File: src/rtl/sobel_window_feeder.sv
// Streams raster pixels into a 3-row circular line buffer and, for each complete 3x3 window,
// issues nine activation/weight pairs (Sobel Gx or Gy) to the downstream MAC.
module sobel_window_feeder #(
  parameter int unsigned IMG_W = 8,
  parameter int unsigned IMG_H = 8,
  localparam int unsigned ColW = $clog2(IMG_W),
  localparam int unsigned RowW = $clog2(IMG_H)
) (
  input  logic            clk_i,
  input  logic            rst_ni,
  input  logic            pix_valid_i,
  input  logic [7:0]      pix_data_i,
  output logic            pix_ready_o,
  input  logic            kernel_sel_i,
  output logic            op_valid_o,
  output logic [7:0]      activation_o,
  output logic [7:0]      weight_o,
  output logic            acc_clear_o,
  output logic            win_last_o,
  output logic [RowW-1:0] out_row_o,
  output logic [ColW-1:0] out_col_o,
  output logic            frame_done_o
);

  typedef enum logic [1:0] {StIdle, StFill, StIssue} state_e;

  state_e          state_q, state_d;
  logic [ColW-1:0] col_q, col_d;
  logic [RowW-1:0] row_q, row_d;
  logic [1:0]      slot_q, slot_d;
  logic [3:0]      tap_q, tap_d;
  logic            ksel_q, ksel_d;
  logic            last_q, last_d;
  logic [7:0]      lb_q [3][IMG_W];
  logic [7:0]      win_q [9];
  logic [7:0]      win_d [9];
  logic [7:0]      win_c [9];

  logic            op_valid_q, op_valid_d;
  logic [7:0]      act_q, act_d;
  logic [7:0]      wt_q, wt_d;
  logic            clr_q, clr_d;
  logic            wlast_q, wlast_d;
  logic            fdone_q, fdone_d;
  logic [RowW-1:0] orow_q, orow_d;
  logic [ColW-1:0] ocol_q, ocol_d;

  logic accept, complete, col_end, row_end;

  function automatic logic [7:0] coef(logic ksel, logic [3:0] k);
    logic [7:0] w;
    w = 8'h00;
    if (!ksel) begin
      case (k)
        4'd0, 4'd6: w = 8'hFF;
        4'd2, 4'd8: w = 8'h01;
        4'd3:       w = 8'hFE;
        4'd5:       w = 8'h02;
        default:    w = 8'h00;
      endcase
    end else begin
      case (k)
        4'd0, 4'd2: w = 8'hFF;
        4'd1:       w = 8'hFE;
        4'd6, 4'd8: w = 8'h01;
        4'd7:       w = 8'h02;
        default:    w = 8'h00;
      endcase
    end
    return w;
  endfunction

  assign accept   = (state_q == StFill) && pix_valid_i;
  assign col_end  = (col_q == ColW'(IMG_W - 1));
  assign row_end  = (row_q == RowW'(IMG_H - 1));
  assign complete = accept && (col_q >= ColW'(2)) && (row_q >= RowW'(2));

  // Window view at the completing pixel; the bottom-right tap bypasses the buffer write.
  always_comb begin
    for (int i = 0; i < 3; i++) begin
      for (int j = 0; j < 3; j++) begin
        win_c[3*i+j] = lb_q[2'((int'(slot_q) + i + 1) % 3)][ColW'(int'(col_q) + j - 2)];
      end
    end
    win_c[8] = pix_data_i;
  end

  always_ff @(posedge clk_i or negedge rst_ni) begin
    if (!rst_ni) state_q <= StIdle;
    else         state_q <= state_d;
  end

  always_comb begin
    state_d = state_q;
    unique case (state_q)
      StIdle:  state_d = StFill;
      StFill:  if (complete) state_d = StIssue;
      StIssue: if (tap_q == 4'd9) state_d = StFill;
      default: state_d = StIdle;
    endcase
  end

  always_comb begin
    col_d      = col_q;
    row_d      = row_q;
    slot_d     = slot_q;
    tap_d      = tap_q;
    ksel_d     = ksel_q;
    last_d     = last_q;
    win_d      = win_q;
    op_valid_d = 1'b0;
    act_d      = 8'h00;
    wt_d       = 8'h00;
    clr_d      = 1'b0;
    wlast_d    = 1'b0;
    fdone_d    = 1'b0;
    orow_d     = orow_q;
    ocol_d     = ocol_q;

    if (accept) begin
      col_d = col_end ? '0 : col_q + 1'b1;
      if (col_end) begin
        row_d  = row_end ? '0 : row_q + 1'b1;
        slot_d = (row_end || slot_q == 2'd2) ? 2'd0 : slot_q + 2'd1;
      end
    end

    if (complete) begin
      win_d      = win_c;
      ksel_d     = kernel_sel_i;
      last_d     = col_end && row_end;
      orow_d     = row_q - RowW'(2);
      ocol_d     = col_q - ColW'(2);
      op_valid_d = 1'b1;
      act_d      = win_c[0];
      wt_d       = coef(kernel_sel_i, 4'd0);
      clr_d      = 1'b1;
      tap_d      = 4'd1;
    end

    // tap_q == 9 is the trailing cycle that keeps input stalled while tap 8 is on the outputs
    if (state_q == StIssue) begin
      if (tap_q <= 4'd8) begin
        op_valid_d = 1'b1;
        act_d      = win_q[tap_q];
        wt_d       = coef(ksel_q, tap_q);
        wlast_d    = (tap_q == 4'd8);
        fdone_d    = (tap_q == 4'd8) && last_q;
        tap_d      = tap_q + 4'd1;
      end else begin
        tap_d = '0;
      end
    end
  end

  always_ff @(posedge clk_i or negedge rst_ni) begin
    if (!rst_ni) begin
      col_q      <= '0;
      row_q      <= '0;
      slot_q     <= '0;
      tap_q      <= '0;
      ksel_q     <= 1'b0;
      last_q     <= 1'b0;
      op_valid_q <= 1'b0;
      act_q      <= 8'h00;
      wt_q       <= 8'h00;
      clr_q      <= 1'b0;
      wlast_q    <= 1'b0;
      fdone_q    <= 1'b0;
      orow_q     <= '0;
      ocol_q     <= '0;
      for (int k = 0; k < 9; k++) win_q[k] <= 8'h00;
    end else begin
      col_q      <= col_d;
      row_q      <= row_d;
      slot_q     <= slot_d;
      tap_q      <= tap_d;
      ksel_q     <= ksel_d;
      last_q     <= last_d;
      op_valid_q <= op_valid_d;
      act_q      <= act_d;
      wt_q       <= wt_d;
      clr_q      <= clr_d;
      wlast_q    <= wlast_d;
      fdone_q    <= fdone_d;
      orow_q     <= orow_d;
      ocol_q     <= ocol_d;
      win_q      <= win_d;
    end
  end

  always_ff @(posedge clk_i or negedge rst_ni) begin
    if (!rst_ni) begin
      for (int s = 0; s < 3; s++) begin
        for (int c = 0; c < int'(IMG_W); c++) lb_q[s][c] <= 8'h00;
      end
    end else if (accept) begin
      lb_q[slot_q][col_q] <= pix_data_i;
    end
  end

  assign pix_ready_o  = (state_q == StFill);
  assign op_valid_o   = op_valid_q;
  assign activation_o = act_q;
  assign weight_o     = wt_q;
  assign acc_clear_o  = clr_q;
  assign win_last_o   = wlast_q;
  assign frame_done_o = fdone_q;
  assign out_row_o    = orow_q;
  assign out_col_o    = ocol_q;

endmodule

File: config.mk
export PLATFORM = sky130hd
export DESIGN_NAME = sobel_window_feeder
export DESIGN_NICKNAME = d
export VERILOG_FILES = /design/src/rtl/sobel_window_feeder.sv
export SDC_FILE = /design/constraint.sdc
export NUM_CORES = 1
export LEC_CHECK = 0
export ABC_CLOCK_PERIOD_IN_PS = 7500
export BUFFER_PORTS_ARGS = -buffer_cell sky130_fd_sc_hd__buf_2
export CAP_MARGIN = 20
export CORE_ASPECT_RATIO = 1.25
export CORE_MARGIN = 2
export CORE_UTILIZATION = 69
export DETAILED_ROUTE_END_ITERATION = 16
export PLACE_DENSITY = 0.86
export RECOVER_POWER = 100
export SLEW_MARGIN = 5
export SYNTH_ARGS = -nofsm -noshare
export SYNTH_HDL_FRONTEND = slang
export SYNTH_SLANG_ARGS = --single-unit
export TNS_END_PERCENT = 50
File: constraint.sdc
create_clock -name clk_i -period 7.5 [get_ports clk_i]
set_input_delay 0.75 -clock clk_i [delete_from_list [all_inputs] [get_ports clk_i]]
set_output_delay 0.75 -clock clk_i [all_outputs]
set_load 0.01 [all_outputs]
==> impl_metrics.yaml, run 1 <==
pwr:
  p_int_uw: 6110
  pwr-share-seq: 0.259
  p_switching_uw: 5600
  clkPwrFrac: 0.150
  total_power_uw: 11700
  power_frac_comb: 0.591
  p_sw_frac: 0.478
  pwr_density_cell_nw_per_um2: 560
  p_leak_uw: 0.00878
  ir_drop_mv: 0.552
yosys:
  ys_top_cells_by_count: "dfrtp_1, mux2_2, mux2i_1"
  ys_seq_area_frac: 0.381
  synth_most_common_cell: "dfrtp_1"
  synthFlopType: "dfrtp_1"
  synthCells: 1845
  synth.distinct_cells: 56
  syn_avg_cell_area_um2: 10.7
  netlist_top_cells_area: "dfrtp_1, mux2_2, mux2i_1, mux4_2, o21ai_0"
  yosysWarnings: 0
  synth-seq-cells: 301
  syn_area_um2: 19800
  synth-edff-count: 0
  synth_top_area_frac: 0.381
  synth_top_cell_by_area: "dfrtp_1"
  async_flop_share: 1.00
  syn_nets: 1876
setup_path:
  worstSetupEndpoint: "weight_o[1]"
  cp.arrival_ns: 6.05
  reg2reg_to: "weight_o[1]"
  critical_path.max_stage_delay_ns: 1.72
  reg2regPathDepth: 10
  path_class: "flip-flop to flip-flop"
  rr_startpoint: "col_q[1]"
  cp-end-kind: "flip-flop"
  worstPathRequired_ns: 7.96
  crit_start: "col_q[1]"
  crit_path_cell_trace: "buf_4 -> inv_1 -> buf_4 -> ha_1 -> or2_2 -> or2_0 -> inv_1 -> a221oi_1 -> o21ai_0 -> and2_0"
  start_kind: "flip-flop"
  critPathSlowestCell: "or2_0"
  path_max_fanout: 44
  r2r_slack_ns: 1.92
global_route:
  antenna_found_initial: 2
  gr-total-overflow: 0
  grt_use_total: 0.459
  grt_pass1_vias: 16200
  grt_pass1_wl_mm: 105
  grt_max_degree: 171
floorplan:
  row_count: 69
  die_area_um2: 30000
  core_area_um2: 28300
  ios: 39
  fp.dieW_um: 155
  initial_utilization: 0.698
  die_y_um: 193
cts:
  cts_setup_buffers: 0
  cts.sinks: 301
  post_cts_resized: 0
  cts_hold_buf: 0
  cts_buffer_depth: 3
  cts_buffers: 31
  cts_tree: "done"
  clk_pin_slew_ns: 0.07
  cts-root-buf: "clkbuf_16"
  htree_num_levels: 1
  clkLatencyLatePin_ns: 0.60
cells_and_area:
  fill_cells: 1934
  layout-drive-gt1-share: 0.217
  post-route-util: 0.738
  synthToLayoutAreaGrowth_pct: 5.77
  nets: 1798
  multiInputGateArea_um2: 11400
  ff_latch_area_um2: 7540
  diodes: 0
routing:
  post_drt_wl_per_cell_um: 32.1
  drt_first_pass_iters: 8
  initialDrtViolationCount: 2240
  drtAntennaViolNets: 0
  totalWireLength_mm: 68.9
  drc: 0
  dr_total_vias: 17000
  vias_per_cell: 7.94
run_status:
  violations: "max-capacitance violations, max-slew violations"
  status: "finished, violations left"
sta:
  finalHoldViolCount: 0
  fin_crit_ns: 5.58
  fin_crit_sh: 0.744
  tightestPinTransition_ns: 3.52
  drv_slew: 234
  fmax_mhz: 179
  setup_tns_ns: 0
  slew_headroom: -1.35
  setup_viol: 0
  grt_setup_unrepaired: "no"
  clock_skew_ns: 0.0295
place:
  portBuffers: 38
  gp_congestion: 1.00
  place_hpwl_mm: 45.9
job:
  maxCapViolations: 11
worst_hold_path:
  hold_class: "primary input to asynchronous set/reset pin"
==> cell families (layout without fill, tap and decap cells) <==
logic type               after synthesis  count (layout)  share of synthesized area
flip-flops                           301             301                      0.381
buffers and inverters                186             130                     0.0428
AO/OA/AOI/OAI                        487             487                      0.175
multiplexers                         481             481                      0.300
AND/OR/NAND/NOR                      369             369                     0.0875
adder cells (fa/ha/maj)               19              19                     0.0120
XOR/XNOR                               2               2                   0.000886
==> layer usage <==
layer / vias up / share of wire / global-route usage
met5: - / 0.00055 / 0
met4: 4 / 0.049 / 0.164
met3: 271 / 0.14 / 0.129
met2: 1454 / 0.43 / 0.668
met1: 8364 / 0.38 / 0.663
li1: 6939 / - / -
==> final cells by class <==
cell class                      instances  area share
Multi-Input combinational cell       1358       0.544
Sequential cell                       301       0.360
Clock buffer                           41      0.0408
Tap cell                              355      0.0212
Timing Repair Buffer                   60      0.0181
Clock inverter                         14      0.0129
Inverter                               15     0.00269
==> placed cells by master, fill, tap and decap left out, drive strengths merged, types with 2 or more instances in the layout <==
master | netlist | routed
buf | 88 | 31
ha | 19 | 19
nor3 | 9 | 9
o21ai | 118 | 118
a221o | 7 | 7
mux4 | 64 | 64
o31ai | 21 | 21
bufinv | 0 | 8
nand3 | 77 | 77
a31oi | 11 | 11
or3 | 3 | 3
nand2b | 18 | 18
o22ai | 67 | 67
o221ai | 6 | 6
clkinv | 1 | 7
o2bb2ai | 12 | 12
a32oi | 6 | 6
a21oi | 7 | 7
a22oi | 58 | 58
and2 | 16 | 16
nor3b | 2 | 2
dfrtp | 301 | 301
a41oi | 4 | 4
mux2i | 158 | 158
a211o | 6 | 6
nand2 | 139 | 139
a21o | 8 | 8
nor2b | 3 | 3
o211ai | 24 | 24
nor2 | 83 | 83
a22o | 16 | 16
inv | 14 | 14
a221oi | 54 | 54
or2 | 3 | 3
a2bb2oi | 56 | 56
mux2 | 259 | 259
nor4 | 14 | 14
clkbuf | 83 | 70
==> critical path, delay by kind of cell (launching register included) <==
family	cells	cell delay, ns
flip-flops	1	0.36
AND/OR/NAND/NOR	3	2.05
buffers and inverters	4	2.03
adder cells (fa/ha/maj)	1	0.25
AO/OA/AOI/OAI	2	0.73
==> registers in the layout, indices dropped and copies added (netlist names), 2 cells and up <==
| register | flops |
|---|---|
| col_q | 3 |
| weight_o | 3 |
| activation_o | 8 |
| lb_q | 192 |
| out_row_o | 3 |
| out_col_o | 3 |
| tap_q | 4 |
| state_q | 2 |
| row_q | 3 |
| win_q | 72 |
| slot_q | 2 |
==> worst min path at each step <==
| stage | slack, ns | from | cells after the start | end |
|---|---|---|---|---|
| 3_5_place_dp | 0.45 | last_q | 2 | last_q |
| 3_3_place_gp | 0.44 | last_q | 2 | last_q |
| 6_report | 0.25 | rst_ni | 1 | out_row_o[1] |
| 2_1_floorplan | 0.43 | last_q | 2 | last_q |
| 4_1_cts | 0.32 | rst_ni | 1 | win_q[30] |
| 5_1_grt | 0.34 | rst_ni | 1 | out_row_o[1] |
==> stage by stage <==
step / cell area (um^2) / std cells / setup WS, ns / hold slack [ns]
finish: 20900 / 2144 / 1.92 / 0.248
detailed placement: 19900 / 2087 / 3.51 / 0.454
global route: 20900 / 2144 / 1.77 / 0.342
CTS: 21000 / 2142 / 3.45 / 0.324
global placement: 19900 / 2086 / 3.64 / 0.443
floorplan: 19800 / 1845 / 4.29 / 0.430
==> power groups by stage <==
stage / Combinational [uW] / Sequential, uW / Clock, uW
floorplan: 4890 / 2740 / 0
global placement: 6450 / 2950 / 0
detailed placement: 6580 / 3010 / 0
CTS: 6640 / 2990 / 1740
global route: 7190 / 3110 / 1800
finish: 6920 / 3040 / 1750
(Power assumes the default switching activity.)
==> run 2, diff against run 1 <==
--- a/config.mk
+++ b/config.mk
@@ -5,14 +5,14 @@
 export SDC_FILE = /design/constraint.sdc
 export NUM_CORES = 1
 export LEC_CHECK = 0
-export ABC_CLOCK_PERIOD_IN_PS = 7500
+export ABC_CLOCK_PERIOD_IN_PS = 4650
 export BUFFER_PORTS_ARGS = -buffer_cell sky130_fd_sc_hd__buf_2
 export CAP_MARGIN = 20
 export CORE_ASPECT_RATIO = 1.25
 export CORE_MARGIN = 2
-export CORE_UTILIZATION = 69
+export CORE_UTILIZATION = 58
 export DETAILED_ROUTE_END_ITERATION = 16
-export PLACE_DENSITY = 0.86
+export PLACE_DENSITY = 0.77
 export RECOVER_POWER = 100
 export SLEW_MARGIN = 5
 export SYNTH_ARGS = -nofsm -noshare
==> constraint.sdc (replaced) <==
create_clock -name clk_i -period 4.65 [get_ports clk_i]
set_input_delay 0.465 -clock clk_i [delete_from_list [all_inputs] [get_ports clk_i]]
set_output_delay 0.465 -clock clk_i [all_outputs]
set_load 0.01 [all_outputs]
==> run 2 against run 1 <==
The flow still finishes with violations (max-capacitance violations, max-slew violations); cell count grew 4.1%; critical path depth fell by 4; clock power up 64%; sequential share of layout area shrank 0.41 points; non-clock buffer count rose by 13; flip-flop and latch count unchanged; count of clock-buffer cells in the layout rose by 7; global-route usage fell by 9.8 points; combinational power grew 53%.
==> impl_metrics.yaml, run 2 (same netlist as run 1, synthesis figures left out) <==
sta:
  drv_slew: 147
  setup_viol: 0
  slew_headroom: -1.25
  finalHoldViolCount: 0
  fin_ws_ns: 0.343
  clock_skew_ns: 0.0185
  fmax_mhz: 232
  setup_tns_ns: 0
  grt_setup_unrepaired: "no"
  fin_crit_sh: 0.926
  tightestPinTransition_ns: 3.37
  fin_crit_ns: 4.31
routing:
  drt_first_pass_iters: 6
  wl_met1_mm: 25.7
  initialDrtViolationCount: 2451
  drtAntennaViolNets: 0
  wl_met2_mm: 27.8
  top_layer_used: "met4"
  drc: 0
  post_drt_wl_per_cell_um: 28.6
  totalWireLength_mm: 63.9
  dr_total_vias: 16400
  wl_met3_mm: 7.91
  vias_per_cell: 7.37
worst_hold_path:
  hold_class: "primary input to flip-flop"
  holdPathStages: 3
place:
  portBuffers: 38
  dp_slack_ns: 1.13
  gp_congestion: 1.03
  place_hpwl_mm: 44.8
  place_area_um2: 20000
floorplan:
  initial_utilization: 0.589
  die_area_um2: 35600
  fp.dieW_um: 169
  die_y_um: 210
  ios: 39
  core_area_um2: 33600
  row_count: 75
setup_path:
  cp-end-kind: "flip-flop"
  cp.arrival_ns: 4.69
  start_kind: "flip-flop"
  path_class: "flip-flop to flip-flop"
  worstPathRequired_ns: 5.03
  reg2regPathDepth: 6
  path_max_fanout: 45
pwr:
  p_int_uw: 9900
  pwr_density_cell_nw_per_um2: 875
  p_leak_uw: 0.00884
  pwr-share-seq: 0.269
  p_sw_frac: 0.465
  power_frac_comb: 0.575
  p_switching_uw: 8600
  clkPwrFrac: 0.155
  total_power_uw: 18500
  ir_drop_mv: 0.941
run_status:
  violations: "max-capacitance violations, max-slew violations"
  status: "finished, violations left"
cts:
  cts_hold_buf: 0
  cts_buffer_depth: 3
  clk_pin_slew_ns: 0.06
  cts_setup_buffers: 0
  cts_tree: "done"
  post_cts_resized: 0
  cts_buffers: 34
  htree_num_levels: 2
  cts-root-buf: "clkbuf_16"
  clkLatencyLatePin_ns: 0.54
  cts.sinks: 301
cells_and_area:
  final_cell_mix: "dfrtp_1, mux2_2, mux2i_1"
  post-route-util: 0.629
  largest_reg_flops: 192
  largest_register: "lb_q"
  mostFrequentLayoutCell: "dfrtp_1"
  nets: 1814
  synthToLayoutAreaGrowth_pct: 6.94
  post-route-cell-area_um2: 21100
  layout-drive-gt1-share: 0.228
  diodes: 0
job:
  maxCapViolations: 2
global_route:
  antenna_found_initial: 1
  grt_use_total: 0.361
  grt_max_degree: 206
  grt_pass1_vias: 15800
  gr-total-overflow: 0
  grt_pass1_wl_mm: 98.3
-- run 2: cell count changes in the layout (fill, tap and decap cells not counted), sizes merged --
cell and change:
buf +6, clkinv -2, inv +1, bufinv -4, clkinvlp +4, clkbuf +14
-- run 2: power by group through the flow --
| stage | combinational [uW] | clock, uW | sequential, uW |
|---|---|---|---|
| 2_1_floorplan | 7890 | 0 | 4420 |
| 3_3_place_gp | 10000 | 0 | 4900 |
| 3_5_place_dp | 10200 | 0 | 4950 |
| 4_1_cts | 10300 | 2890 | 4910 |
| 5_1_grt | 11200 | 2990 | 5110 |
| 6_report | 10600 | 2870 | 4980 |
-- run 2: final timing paths --
path	from	end	slack [ns]
hold / removal	kernel_sel_i	ksel_q	0.13
max in group asynchronous	rst_ni	win_q[31]	1.10
hold reg to reg	win_q[69]	win_q[69]	0.47
min in group asynchronous	rst_ni	out_row_o[1]	0.99
setup / recovery	col_q[0]	activation_o[5]	0.34
setup reg to reg	col_q[0]	activation_o[5]	0.34
-- run 2: final cells by class --
type	count	area, um^2
fill	2715	12500
multi-input combinational	1358	11400
clock inverter	13	186
sequential	301	7530
tap	423	529
clock buffer	48	997
timing repair buffer	73	463
inverter	15	56.3
-- run 2: per-stage QoR --
step | hold slack [ns] | cells
after CTS | 0.0930 | 2228
after floorplan | 0.169 | 1845
final | 0.127 | 2231
after global routing | 0.153 | 2231
after global placement | 0.454 | 2164
after detailed placement | 0.463 | 2167
-- run 2: layer usage --
layer | vias to the layer above | track usage
met5 | - | 0.00281
met4 | 0 | 0.130
met3 | 189 | 0.104
met2 | 1082 | 0.535
met1 | 8170 | 0.508
li1 | 7008 | -
-- run 2: worst max-delay path, stage by stage (launching register included) --
cell and delay [ns]:
dfrtp_1 1.07, inv_2 0.10, clkbuf_2 0.84, nor2_1 1.21, a22oi_1 0.21, a32oi_1 0.58, nand2_1 0.10
==> run 3, diff against run 2 <==
--- a/config.mk
+++ b/config.mk
@@ -14,6 +14,7 @@
 export DETAILED_ROUTE_END_ITERATION = 16
 export PLACE_DENSITY = 0.77
 export RECOVER_POWER = 100
+export SKIP_CTS_REPAIR_TIMING = 1
 export SLEW_MARGIN = 5
 export SYNTH_ARGS = -nofsm -noshare
 export SYNTH_HDL_FRONTEND = slang
==> constraint.sdc (replaced) <==
create_clock -name clk_i -period 4.65 [get_ports clk_i]
set_input_delay 0.2325 -clock clk_i [delete_from_list [all_inputs] [get_ports clk_i]]
set_output_delay 0.2325 -clock clk_i [all_outputs]
set_load 0.01 [all_outputs]
==> run 3 against run 2 <==
The flow still finishes with violations (max-capacitance violations, max-slew violations); combinational power about the same; sequential power down 1%; maximum frequency up 7.7%; non-clock buffer count up 2; flip-flop and latch count unchanged; die area unchanged; power up 0.45%; first-iteration DRC count down 22%; worst hold slack better by 0.044 ns; critical path depth unchanged; critical endpoint is now activation_o[4].
==> impl_metrics.yaml, run 3 (same netlist as run 1, synthesis figures left out) <==
run_status:
  status: "finished, violations left"
  violations: "max-capacitance violations, max-slew violations"
cts:
  cts_buffer_depth: 3
  cts_buffers: 34
  htree_num_levels: 2
  cts_tree: "done"
  clkLatencyLatePin_ns: 0.54
  clk_pin_slew_ns: 0.06
  cts-root-buf: "clkbuf_16"
  cts.sinks: 301
routing:
  drc: 0
  wl_met2_mm: 28.1
  totalWireLength_mm: 65.1
  post_drt_wl_per_cell_um: 29.1
  initialDrtViolationCount: 1922
  vias_per_cell: 7.31
  top_layer_used: "met5"
  drt_first_pass_iters: 8
  wl_met1_mm: 26.6
  dr_total_vias: 16300
  drtAntennaViolNets: 0
  wl_met3_mm: 7.66
pwr:
  p_leak_uw: 0.00885
  total_power_uw: 18600
  ir_drop_mv: 0.556
  pwr_density_cell_nw_per_um2: 878
global_route:
  grt_max_degree: 205
  grt_pass1_wl_mm: 98.7
  gr-total-overflow: 0
  grt_pass1_vias: 15600
  antenna_found_initial: 2
  grt_use_total: 0.367
place:
  place_area_um2: 20100
  gp_congestion: 1.03
  portBuffers: 38
  place_hpwl_mm: 45.3
  dp_slack_ns: 1.28
sta:
  setup_viol: 0
  slew_headroom: -0.660
  tightestPinTransition_ns: 2.49
  clock_skew_ns: 0.0216
  finalHoldViolCount: 0
  fmax_mhz: 250
  grt_setup_unrepaired: "no"
  fin_crit_ns: 4.00
  drv_slew: 217
  setup_tns_ns: 0
  fin_ws_ns: 0.650
  fin_crit_sh: 0.860
job:
  maxCapViolations: 4
setup_path:
  path_max_fanout: 45
  start_kind: "flip-flop"
  worstPathRequired_ns: 5.04
  crit_path_cell_trace: "inv_1 -> clkbuf_2 -> nor2_1 -> a22oi_1 -> a32oi_1 -> nand2_1"
  cp.arrival_ns: 4.39
  critPathSlowestCell: "nor2_1"
  critical_path.max_stage_delay_ns: 1.09
  path_class: "flip-flop to flip-flop"
  cp-end-kind: "flip-flop"
floorplan:
  fp.dieW_um: 169
  row_count: 75
  core_area_um2: 33600
  die_y_um: 210
  die_area_um2: 35600
  ios: 39
  initial_utilization: 0.589
cells_and_area:
  mostFrequentLayoutCell: "dfrtp_1"
  largest_register: "lb_q"
  synthToLayoutAreaGrowth_pct: 7.05
  diodes: 0
  layout-drive-gt1-share: 0.235
  post-route-cell-area_um2: 21200
  nets: 1816
  largest_reg_flops: 192
  final_cell_mix: "dfrtp_1, mux2_2, mux2i_1"
worst_hold_path:
  hold_class: "primary input to flip-flop"
[run 3: cell types whose count changed in the layout (fill, tap and decap cells not counted), moves of 2 or more]
cell / change
nor2_1: -3
clkbuf_8: +3
clkinv_2: +4
nor2_2: +3
and2_1: -4
mux2_2: +3
clkbuf_1: -5
and2_0: +4
inv_6: +2
clkbuf_16: -2
dlygate4sd3_1: +2
mux2_1: -3
[run 3: worst max-delay path: cells and delay by family (launching register included)]
| family | cells | cell delay [ns] |
|---|---|---|
| DFF | 1 | 0.92 |
| buffers and inverters | 2 | 0.98 |
| AOI/OAI and AO/OA | 2 | 0.74 |
| and+or+nand+nor | 2 | 1.21 |
[run 3: per-stage QoR]
stage                     utilization  instances  hold slack (ns)
after floorplan                     -       1845          -0.0631
after detailed placement        0.597       2168            0.306
final                           0.630       2233            0.170
after global placement          0.597       2167            0.307
after CTS                       0.632       2229           -0.255
after global routing            0.630       2233            0.201
[run 3: worst paths after layout]
kind / end / cells after the start / slack [ns] / from
min: win_q[7] / 3 / 0.17 / pix_data_i[7]
max in group asynchronous: activation_o[4] / 3 / 1.68 / rst_ni
min in group asynchronous: out_row_o[0] / 2 / 0.97 / rst_ni
min reg2reg: last_q / 2 / 0.47 / last_q
max: activation_o[4] / 6 / 0.65 / col_q[0]
max reg2reg: activation_o[4] / 6 / 0.65 / col_q[0]
[run 3: power by group]
part / switching (uW) / internal (uW)
clock network: 1160 / 1710
registers: 1240 / 3680
logic: 6290 / 4500
total: 8700 / 9880
[run 3: metal layers]
metal  track usage  vias to the layer above
met5             0                        -
met1         0.522                     8076
met2         0.533                     1047
li1              -                     6991
met4         0.139                        4
met3         0.106                      201
[run 3: area by class of cell]
| type | count | area, um^2 |
|---|---|---|
| Timing Repair Buffer | 75 | 475 |
| Clock buffer | 43 | 966 |
| Multi-Input combinational cell | 1358 | 11400 |
| Tap cell | 423 | 529 |
| Inverter | 15 | 56.3 |
| Sequential cell | 301 | 7530 |
| Fill cell | 2701 | 12400 |
| Clock inverter | 18 | 215 |
